===== config.mk =====
export PLATFORM = sky130hd
export DESIGN_NAME = seq_detector_multi
export DESIGN_NICKNAME = d
export VERILOG_FILES = /design/src/rtl/seq_det_pkg.sv /design/src/rtl/seq_match_lane.sv /design/src/rtl/seq_detector_multi.sv
export SDC_FILE = /design/constraint.sdc
export NUM_CORES = 1
export LEC_CHECK = 0
export ABC_CLOCK_PERIOD_IN_PS = 5900
export BUFFER_PORTS_ARGS = -buffer_cell sky130_fd_sc_hd__buf_4
export CORE_MARGIN = 5
export CORE_UTILIZATION = 40
export CTS_CLUSTER_SIZE = 24
export DETAILED_ROUTE_END_ITERATION = 6
export GPL_TIMING_DRIVEN = 0
export PLACE_DENSITY = 0.65
export SYNTH_ARGS = -nofsm -noshare
export SYNTH_HDL_FRONTEND = slang
export SYNTH_SLANG_ARGS = --single-unit

===== constraint.sdc =====
create_clock -name clk -period 5.9 [get_ports clk]
set_input_delay 1.18 -clock clk [delete_from_list [all_inputs] [get_ports clk]]
set_output_delay 1.18 -clock clk [all_outputs]
set_load 0.05 [all_outputs]

===== src/rtl/seq_det_pkg.sv =====
// Shared defaults, legal parameter ranges and mode encodings for the multi-pattern detector.
// No logic: constants and types only.
// Not applicable to flow control.
package seq_det_pkg;

    localparam int LEN_DEF   = 3;
    localparam int NPAT_DEF  = 2;
    localparam int CNT_W_DEF = 8;

    localparam int LEN_MIN  = 2;
    localparam int LEN_MAX  = 8;
    localparam int NPAT_MIN = 1;
    localparam int NPAT_MAX = 4;

    typedef enum logic {
        NOVL = 1'b0,
        OVL  = 1'b1
    } ovl_mode_t;

    typedef enum logic {
        PULSE = 1'b0,
        TOG   = 1'b1
    } tog_mode_t;

endpackage


===== src/rtl/seq_match_lane.sv =====
// One pattern comparator: history vs. pattern slice, qualified by enable and full window.
// Latency: combinational; the caller registers the result.
// Backpressure: none, evaluated every cycle on the post-shift view.
module seq_match_lane
    import seq_det_pkg::*;
#(
    parameter int LEN    = LEN_DEF,
    parameter int FILL_W = 2
) (
    input  logic [LEN-1:0]    hist,
    input  logic [FILL_W-1:0] fill,
    input  logic [LEN-1:0]    pat,
    input  logic              en,
    output logic              match
);

    logic full;

    assign full  = (fill == FILL_W'(LEN));
    assign match = en && full && (hist == pat);

endmodule


===== src/rtl/seq_detector_multi.sv =====
// Serial multi-pattern detector with per-pattern hit flags, aggregate f and saturating event count.
// Latency: hit/f/hit_cnt update on the edge that accepts the matching sample (Moore, one-cycle pulse).
// Backpressure: none; samples are taken only when i_vld is high, otherwise state holds.
module seq_detector_multi
    import seq_det_pkg::*;
#(
    parameter int LEN   = LEN_DEF,
    parameter int NPAT  = NPAT_DEF,
    parameter int CNT_W = CNT_W_DEF
) (
    input  logic                clk,
    input  logic                rst,
    input  logic                clr,
    input  logic                i,
    input  logic                i_vld,
    input  logic [NPAT*LEN-1:0] pat,
    input  logic [NPAT-1:0]     pat_en,
    input  logic                mode_ovl,
    input  logic                mode_tog,
    output logic [NPAT-1:0]     hit,
    output logic                f,
    output logic [CNT_W-1:0]    hit_cnt
);

    localparam int FILL_W = $clog2(LEN + 1);

    if (LEN < LEN_MIN || LEN > LEN_MAX) begin : g_len_chk
        $error("seq_detector_multi: LEN out of range");
    end
    if (NPAT < NPAT_MIN || NPAT > NPAT_MAX) begin : g_npat_chk
        $error("seq_detector_multi: NPAT out of range");
    end

    logic [LEN-1:0]    hist;
    logic [LEN-1:0]    hist_nxt;
    logic [FILL_W-1:0] fill;
    logic [FILL_W-1:0] fill_nxt;
    logic [NPAT-1:0]   match;
    logic              evt;

    // Lanes look at the post-shift window so a match reflects the sample being accepted.
    assign hist_nxt = {hist[LEN-2:0], i};
    assign fill_nxt = (fill == FILL_W'(LEN)) ? fill : fill + FILL_W'(1);

    for (genvar k = 0; k < NPAT; k++) begin : g_lane
        seq_match_lane #(
            .LEN    (LEN),
            .FILL_W (FILL_W)
        ) u_lane (
            .hist  (hist_nxt),
            .fill  (fill_nxt),
            .pat   (pat[k*LEN +: LEN]),
            .en    (pat_en[k]),
            .match (match[k])
        );
    end

    assign evt = i_vld && (|match);

    always_ff @(posedge clk or negedge rst) begin
        if (!rst) begin
            hist    <= '0;
            fill    <= '0;
            hit     <= '0;
            f       <= 1'b0;
            hit_cnt <= '0;
        end else if (clr) begin
            hist    <= '0;
            fill    <= '0;
            hit     <= '0;
            f       <= 1'b0;
            hit_cnt <= '0;
        end else begin
            hit <= i_vld ? match : '0;

            if (i_vld) begin
                hist <= hist_nxt;
                fill <= (evt && (mode_ovl == NOVL)) ? '0 : fill_nxt;
            end

            // Toggle mode keeps its level between events; pulse mode follows the event.
            if (mode_tog == TOG) begin
                f <= f ^ evt;
            end else begin
                f <= evt;
            end

            if (evt && (hit_cnt != '1)) begin
                hit_cnt <= hit_cnt + CNT_W'(1);
            end
        end
    end

endmodule

==> run summary, run 1 <==
The run finished with clean final reports. Setup slack closes at 3.18 ns. The peak ir drop on the vdd network came out at 0.000106 V. The number of enable flip-flop cells after synthesis came out at 0. The final setup violation count is 0. In this run the worst path has a maximum fanout of 7.

Dividing the detail-routed wire length by the instance count gives 11.9 um. The kind of end point of the critical path is a flop. Clock-pin slew was measured on the worst setup and hold paths at about 0.080 ns.

The buffer depth of the longest clock path is 2. The cell at the root of the clock tree is clkbuf_4. For this run, the register share of the synthesized area comes to 46.9%. The count of buffers added by post-CTS timing repair for setup came out at 0. Routability-driven placement finished with a final weighted congestion of 0.770. The total number of vias is 657.

The fraction of final layout cells with drive strength greater than 1 is 28.8%. The final worst-path cycle share is 46.2%. The number of different library cells used by synthesis comes to 29. The x dimension of the die came out at around 55 um. For this configuration, the core starts out at a cell density of 41.2%. Detailed placement ended at an HPWL of approximately 1.3 mm.

The measured slew at the worst slew-check pin came out at about 0.43 ns. The layout net count is 128. The number of core rows is 16. The depth of the CTS H-tree is 1. The number of hold violations in the final report came out at 0. The most common cell in the synthesized netlist is dfrtp_1.

The pre-antenna-repair detailed-routing pass consisted of 4 iterations. The mean instance size in the synthesized netlist is 9.63 um2. The pin count of the biggest net entering global routing is 16. The die outline height came out at 54.7 um. The remaining number of nets flagged by the antenna check after routing is 0. Setup repair after global routing left no endpoint under its margin. The timing-limited maximum frequency came out at 367 MHz.

The global-route congestion overflow total came out at 0. The number of top-level pins is 26. In this design, the stage delay of the slowest critical-path cell is 0.51 ns. TritonCTS built the clock tree.

Summed over all failing endpoints, the final setup total negative slack is 0 ns. The hold-fix buffer count after cts is 0. The final hold slack is 0.563 ns. The number of buffer cells added on primary ports came out at 24. The data required time at the worst endpoint is around 6 ns. The instance area at placement is slightly above 1000 um2.

The final design instance area without fill came out at approximately 1000 um2. The clock network latency to the later pin of the worst-skew pair is 0.28 ns. The floorplan die area came out at 2990 um2.

After synthesis, the cell types taking the most area are dfrtp_1, xor2_1, nor2_1. The most used flip-flop cell after synthesis is dfrtp_1. The final layout contains routed wiring with a total length of 1.65 mm. The via count of the first global-routing pass came to 649. The count of pins over their slew limit is 0. The sink count of the clock tree is 15. Broken down by cell family, the worst path's largest delay share belongs to simple AND/OR/NAND/NOR gates. The path category of the worst min-delay check is flop to flop. The global-route total usage across every layer is 12.2%. The post-cts resize count came out at 0. The first global-routing pass estimated 2.59 mm of wire. The Yosys step of the flow raised 0 warnings.

The critical path goes through buf_4, xor2_1, or4_1, clkbuf_1, a21o_1, nor3_2, mux2_1. The slowest stage of the critical path belongs to the cell or4_1. The critical path class is input pin to flop. The area added between synthesis and finish is 30.0%. The launching element type of the critical path is an input pin.

The detailed router finished its first iteration with 13 violations. The share of the synthesized area in the top cell type is 46.9%. The arrival time at the worst endpoint came out at 2.89 ns. By count the netlist is led by dfrtp_1, nor2_1, xor2_1. The netlist area before placement came out at 800 um2. The headroom to the max-slew limit came out at 71.6%.

The buffer and inverter count on the worst path is 2. The synthesized instance count came out at just over 80. The total nets after synthesis came out at 99.

The async set-reset flop share out of synthesis is 100%. The number of antenna violations at the first check in global routing is 0. The register bit total from synthesis is 15. The setup slack at placement came out at 2.87 ns. For this run, design rule violations remaining after detail routing come to 0. Summed over all instances, the cell type with the most area after synthesis is dfrtp_1. The worst setup skew after layout is roughly 0.0024 ns. The antenna diode count came out at 0.

The placeable core region is 1940 um2. In this run the power density over the cells is 175 nW/um2. The final critical path time including I/O delays and setup is around 2.7 ns. The static power due to leakage is 0.000484 uW. The average via count per standard cell came out at 4.76. The reported max-cap violation count is 0. Clock tree synthesis inserted a total of 3 buffers.
-- per-layer routing --
metal  global-route usage (%)  part of all wire, %  vias up
li1                         -                    -      339
met2                     21.1                   44       23
met5                        0                    0        -
met1                     13.7                   45      291
met4                     6.22                  1.8        0
met3                     3.27                  8.6        4
-- cell usage in the layout, fill, tap and decap left out --
cell	n
clkbuf_4	3
nor2_1	13
a211oi_1	1
nor3_2	1
nor3_1	2
buf_4	24
or2_2	1
nor2b_1	2
clkbuf_1	3
a21oi_1	5
or3_1	1
nand2b_1	2
dfrtp_1	15
a21o_1	1
mux2i_1	3
inv_1	1
ha_1	1
xnor2_1	5
o21ai_0	2
o21a_1	1
or4_1	2
buf_2	2
and2_1	1
o21ba_2	1
mux2_1	1
nand2_1	4
o31ai_1	1
nand4_1	1
o221ai_1	1
xor2_1	6
nand3_1	4
-- where the power goes --
part           switching, uW  internal, uW  leakage (uW)
Combinational           9.13          10.1      0.000262
Clock                   30.8          26.3     0.0000150
Sequential              1.60           104      0.000207
Total                   41.5           141      0.000484
-- metrics by stage --
step | util [%] | cells | power, uW
2_1_floorplan | - | 83 | 116
3_3_place_gp | 52.2 | 134 | 127
3_5_place_dp | 52.2 | 134 | 128
4_1_cts | 53.5 | 138 | 186
5_1_grt | 53.5 | 138 | 193
6_report | 53.5 | 138 | 182
-- worst reg2reg max path: stages, from the launching register on --
cell      delay, ns
dfrtp_1        0.43
xor2_1         0.15
or4_1          0.49
clkbuf_1       0.20
a21o_1         0.25
nor3_2         0.19
mux2_1         0.33
-- worst paths after layout --
kind,endpoint,depth (start not counted),from,slack (ns)
setup / recovery,hit_cnt[5],7,pat[2],3.18
hold / removal,fill[0],2,fill[0],0.56
setup reg to reg,hit_cnt[5],6,hist[0],3.77
hold reg to reg,fill[0],2,fill[0],0.56
max in group asynchronous,hit_cnt[5],1,rst,4.99
min in group asynchronous,hit_cnt[6],1,rst,0.73
-- sequential cells by signal, summed over array words and instances, names as in the netlist --
name     flops
hist         2
hit_cnt      8
hit          2
f            1
fill         2
-- cells by family (layout without fill, tap and decap cells) --
logic type / after synthesis / in the layout / share of synthesized area [%]
adders and majority gates: 1 / 1 / 1.56
and+or+nand+nor: 34 / 34 / 21.1
xor gates and xnor gates: 11 / 11 / 12.0
buffers and inverters: 5 / 33 / 2.66
AOI/OAI and AO/OA: 13 / 13 / 10.5
DFF: 15 / 15 / 46.9
muxes: 4 / 4 / 5.16
-- cell type report --
class	count	area, um2
Fill cell	188	902
Multi-Input combinational cell	63	403
Timing Repair Buffer	24	180
Tap cell	27	33.8
Inverter	1	3.75
Clock buffer	4	26.3
Sequential cell	15	375
Buffer	4	17.5
Power figures use the tool's default switching activity.
==> run 2: changes to the inputs <==
- ABC_AREA: default -> 1
- ABC_CLOCK_PERIOD_IN_PS: 5900 -> 2800
- PLACE_DENSITY: 0.65 -> default
- clock period: 5.9 -> 2.8 ns (I/O delays scaled with it)
==> run summary, run 2 <==
The global-route congestion overflow total came to 0 (unchanged). The depth of the CTS H-tree came out at 1 (unchanged). The internal power came to 301 uW (was 141 uW). The headroom to the max-slew limit is 68.6% (was 71.6%).

The weighted congestion at the end of routability-driven global placement is 0.751 (was 0.770). The number of core rows is 17 (was 16). The die outline height is 57.9 um (was 54.7 um). Top cells by area in the synthesized netlist: dfrtp_1, nand2_1, nand3_1 (was dfrtp_1, xor2_1, nor2_1). The final worst-path cycle share came out at 57.9%. The combinational group share of total power came out at 14.8% (was 10.5%). The number of buffers created by CTS came to 3 (unchanged). Setup repair after global routing missed its margin: false (unchanged). Most frequent cells in the layout: nand2_1, buf_4, inv_1 (was buf_4, dfrtp_1, nor2_1).

The sink count of the clock tree is 15 (unchanged). The critical register-to-register path endpoint is hit_cnt[4] (was hit_cnt[5]). The part of the total power dissipated in sequential elements came out at 54.9% (was 58.2%). The kind of end point of the critical path is a flop (unchanged). The number of top-level pins is 26 (unchanged).

The register ranked first by flip-flop count is hit_cnt (unchanged). The half-perimeter wire length after detailed placement came out at 1.61 mm (was 1.29 mm). The final critical path time including I/O delays and setup came out at 1.62 ns.

The netlist area before placement came out at 917 um2 (was 800 um2). The count of synthesis-stage warnings from yosys is 0 (unchanged). The launching element type of the critical path is a flop (was input pin).

The measured slew at the worst slew-check pin came out at 0.471 ns (was 0.426 ns). The data required time at the worst endpoint is 2.98 ns (was 6.07 ns). The distinct cell type count of the synthesized netlist is 20 (was 29). The number of enable flip-flop cells after synthesis is 0 (unchanged). The most repeated cell in the gate-level netlist after synthesis is nand2_1 (was dfrtp_1). The arrival time at the worst endpoint came out at 1.80 ns (was 2.89 ns).

The total nets after synthesis is 144 (was 99). The fraction of final layout cells with drive strength greater than 1 came out at 25.5% (was 28.8%). The complex-gate fraction of the synthesized area is 5.59% (was 10.5%). The remaining routing DRC violations came to 0 (unchanged).

The number of hold violations in the final report is 0 (unchanged). The startpoint of the worst register-to-register path was hit_cnt[0] (was hist[0]). The reported net switching power is 114 uW (was 41.5 uW).

The async set-reset flop share out of synthesis came out at 100% (unchanged). The first-pass GRT wire length is 3.54 mm (was 2.59 mm). The remaining number of nets flagged by the antenna check after routing is 0 (unchanged). The switching portion of total power came out at 27.5% (was 22.8%).

The global-route total usage across every layer came to 13.8% (was 12.2%). The TritonCTS clock tree is yes (unchanged). Status: complete, no violations (unchanged). The power density relative to cell area came out at 356 nW/um2 (was 175 nW/um2). The placeable core region was 2190 um2 (was 1940 um2). The fraction of the yosys area taken by sequential cells came out at 40.9% (was 46.9%).

The final instance count without filler cells is 185 (was 138). The number of cells on the worst reg-to-reg path is 8 (was 6). The static power due to leakage is 0.000653 uW (was 0.000484 uW). The pin count of the biggest net entering global routing came out at 16 (unchanged). The first element of the critical path is hit_cnt[0] (was pat[2]). The fill cell total of the finished layout came to 217 (was 188). The leading register cell type out of synthesis is dfrtp_1 (unchanged). The number of buffer cells added on primary ports was 25 (was 24). The clock-pin slew on the worst setup and hold paths was 0.10 ns (was 0.08 ns).

The mean instance size in the synthesized netlist was 7.17 um2 (was 9.63 um2). The peak ir drop on the vdd network was 0.000320 V (was 0.000106 V). The layout net count came to 174 (was 128).

The register bit total from synthesis is 15 (unchanged). The setup slack at placement came out at 1.19 ns (was 2.87 ns). The total number of vias came out at 889 (was 657). The hold-fix buffer count after cts is 0 (unchanged). The mux contribution to synthesized area is 0% (was 5.16%). The number of placed instances, taps included came out at 181 (was 134). The routed wirelength normalized by instance count came to 11.2 um (was 11.9 um).

The average via count per standard cell was 4.81 (was 4.76). The clock network latency to the later pin of the worst-skew pair was 0.29 ns (was 0.28 ns). The worst setup skew after layout came out at 0.0118 ns (was 0.00239 ns). The length of the first detailed-routing pass in iterations is 4 (unchanged). The clock network power share is 30.3% (was 31.3%). The critical path class was flop to flop (was input pin to flop).

The cell at the root of the clock tree is clkbuf_4 (unchanged). The via count of the first global-routing pass came out at 799 (was 649). The end of the critical path is hit_cnt[4] (was hit_cnt[5]). The DRC violation total after the first TritonRoute iteration came out at 16 (was 13). The timing-limited maximum frequency is 617 MHz. The most common cell after layout, fill and taps aside is nand2_1 (was buf_4). The worst setup slack for register-to-register paths came out at 1.18 ns (was 3.77 ns). The biggest area consumer among synthesized cells was dfrtp_1 (unchanged). The final setup violation count is 0 (unchanged). The flip-flop count of the largest register, all copies and words added came out at 8 (unchanged). The number of antenna violations at the first check in global routing came to 0 (unchanged). The simple logic cell fraction of the synthesized area came out at 39.6% (was 21.1%). The reported max-cap violation count came out at 0 (unchanged). The path category of the worst min-delay check was input pin to async pin (was flop to flop). The maximum fanout along the worst path is 8 (was 7). The antenna diode count came to 0 (unchanged). The combinational family with the most area after synthesis is simple AND/OR/NAND/NOR gates (unchanged). The aggregate routed wire length came out at 2.07 mm (was 1.65 mm). The post-synthesis adder-cell area fraction is 1.36% (was 1.56%). Top cells by count, synth: nand2_1, inv_1, nor2_1 (was dfrtp_1, nor2_1, xor2_1). The floorplan die area came out at 3350 um2 (was 2990 um2). The slack of the critical path came out at 1.18 ns (was 3.18 ns). The post-cts resize count is 0 (unchanged). The count of buffers added by post-CTS timing repair for setup is 0 (unchanged). The post-synthesis xor/xnor area fraction came out at 3.82% (was 12.1%). The share of the synthesized area in the top cell type is 40.9% (was 46.9%).

The count of pins over their slew limit is 0 (unchanged). The buffer depth of the longest clock path came out at 2 (unchanged). The synthesized instance count came out at 128 (was 83). The accumulated negative setup slack came out at 0 ns (unchanged). The x dimension of the die was 57.9 um (was 54.7 um). The initial cell density of the core is 41.9% (was 41.2%). The area added between synthesis and finish is 27.3% (was 30.0%).
## run 2: changes by cell type in the layout (fill, tap and decap cells not counted), moves of 3 or more
cell,before,now
inv_1,1,17
mux2i_1,3,0
nand2_1,4,38
nand2_2,0,3
nand3_1,4,13
o21ai_1,0,3
xnor2_1,5,0
nor2_1,13,16
## run 2: final cells by class
class	count	area, um2	share of cell area, %
multi-input combinational	92	462	39.5
timing repair buffer	25	188	16.1
tap	28	35.0	3.00
clock buffer	3	22.5	1.93
clock inverter	1	5.00	0.429
buffer	1	3.75	0.322
inverter	20	76.3	6.54
sequential	15	375	32.2
## run 2: worst min-delay path by stage
stage,end,slack (ns),depth (start not counted)
6_report,hit_cnt[5],0.11,1
5_1_grt,hist[1],0.09,1
4_1_cts,hist[0],0.10,1
3_5_place_dp,hit[0],0.43,1
3_3_place_gp,hit[0],0.43,1
2_1_floorplan,f,0.26,0
## run 2: power groups by stage
stage               combinational, uW  sequential [uW]  clock (uW)
CTS                              62.4              228         132
global placement                 60.1              232           0
global route                     69.9              230         145
finish                           61.4              228         126
detailed placement               62.3              232           0
floorplan                        29.6              234           0
## run 2: per-layer routing
metal / vias to the layer above / share of wire (%) / GRT usage (%)
met3: 4 / 6.8 / 4.90
met2: 22 / 48 / 21.0
met1: 405 / 44 / 18.9
met4: 0 / 1.1 / 2.98
li1: 458 / - / -
met5: - / 0 / 0
## run 2: critical path, cell delays in order, from the launching register on
cell and delay, ns:
dfrtp_1 0.43, ha_1 0.23, nand2_2 0.09, nor3_4 0.24
nand3_2 0.15, nand2_4 0.16, nand2_4 0.10, nand2_1 0.07
nand2_1 0.04
## run 2: through the flow
step	total power (uW)	instance area (um2)	hold slack [ns]	util (%)
2_1_floorplan	263	917	0.264	-
4_1_cts	423	1170	0.101	53.3
5_1_grt	445	1170	0.0861	53.3
6_report	415	1170	0.107	53.3
3_3_place_gp	292	1140	0.430	52.0
3_5_place_dp	295	1140	0.432	52.0
## run 2: cells by family (layout without fill, tap and decap cells)
group,Yosys count,count (layout)
xor gates and xnor gates,4,4
adders and majority gates,1,1
buffers and inverters,21,50
and+or+nand+nor,78,78
DFF,15,15
AOI/OAI and AO/OA,9,9
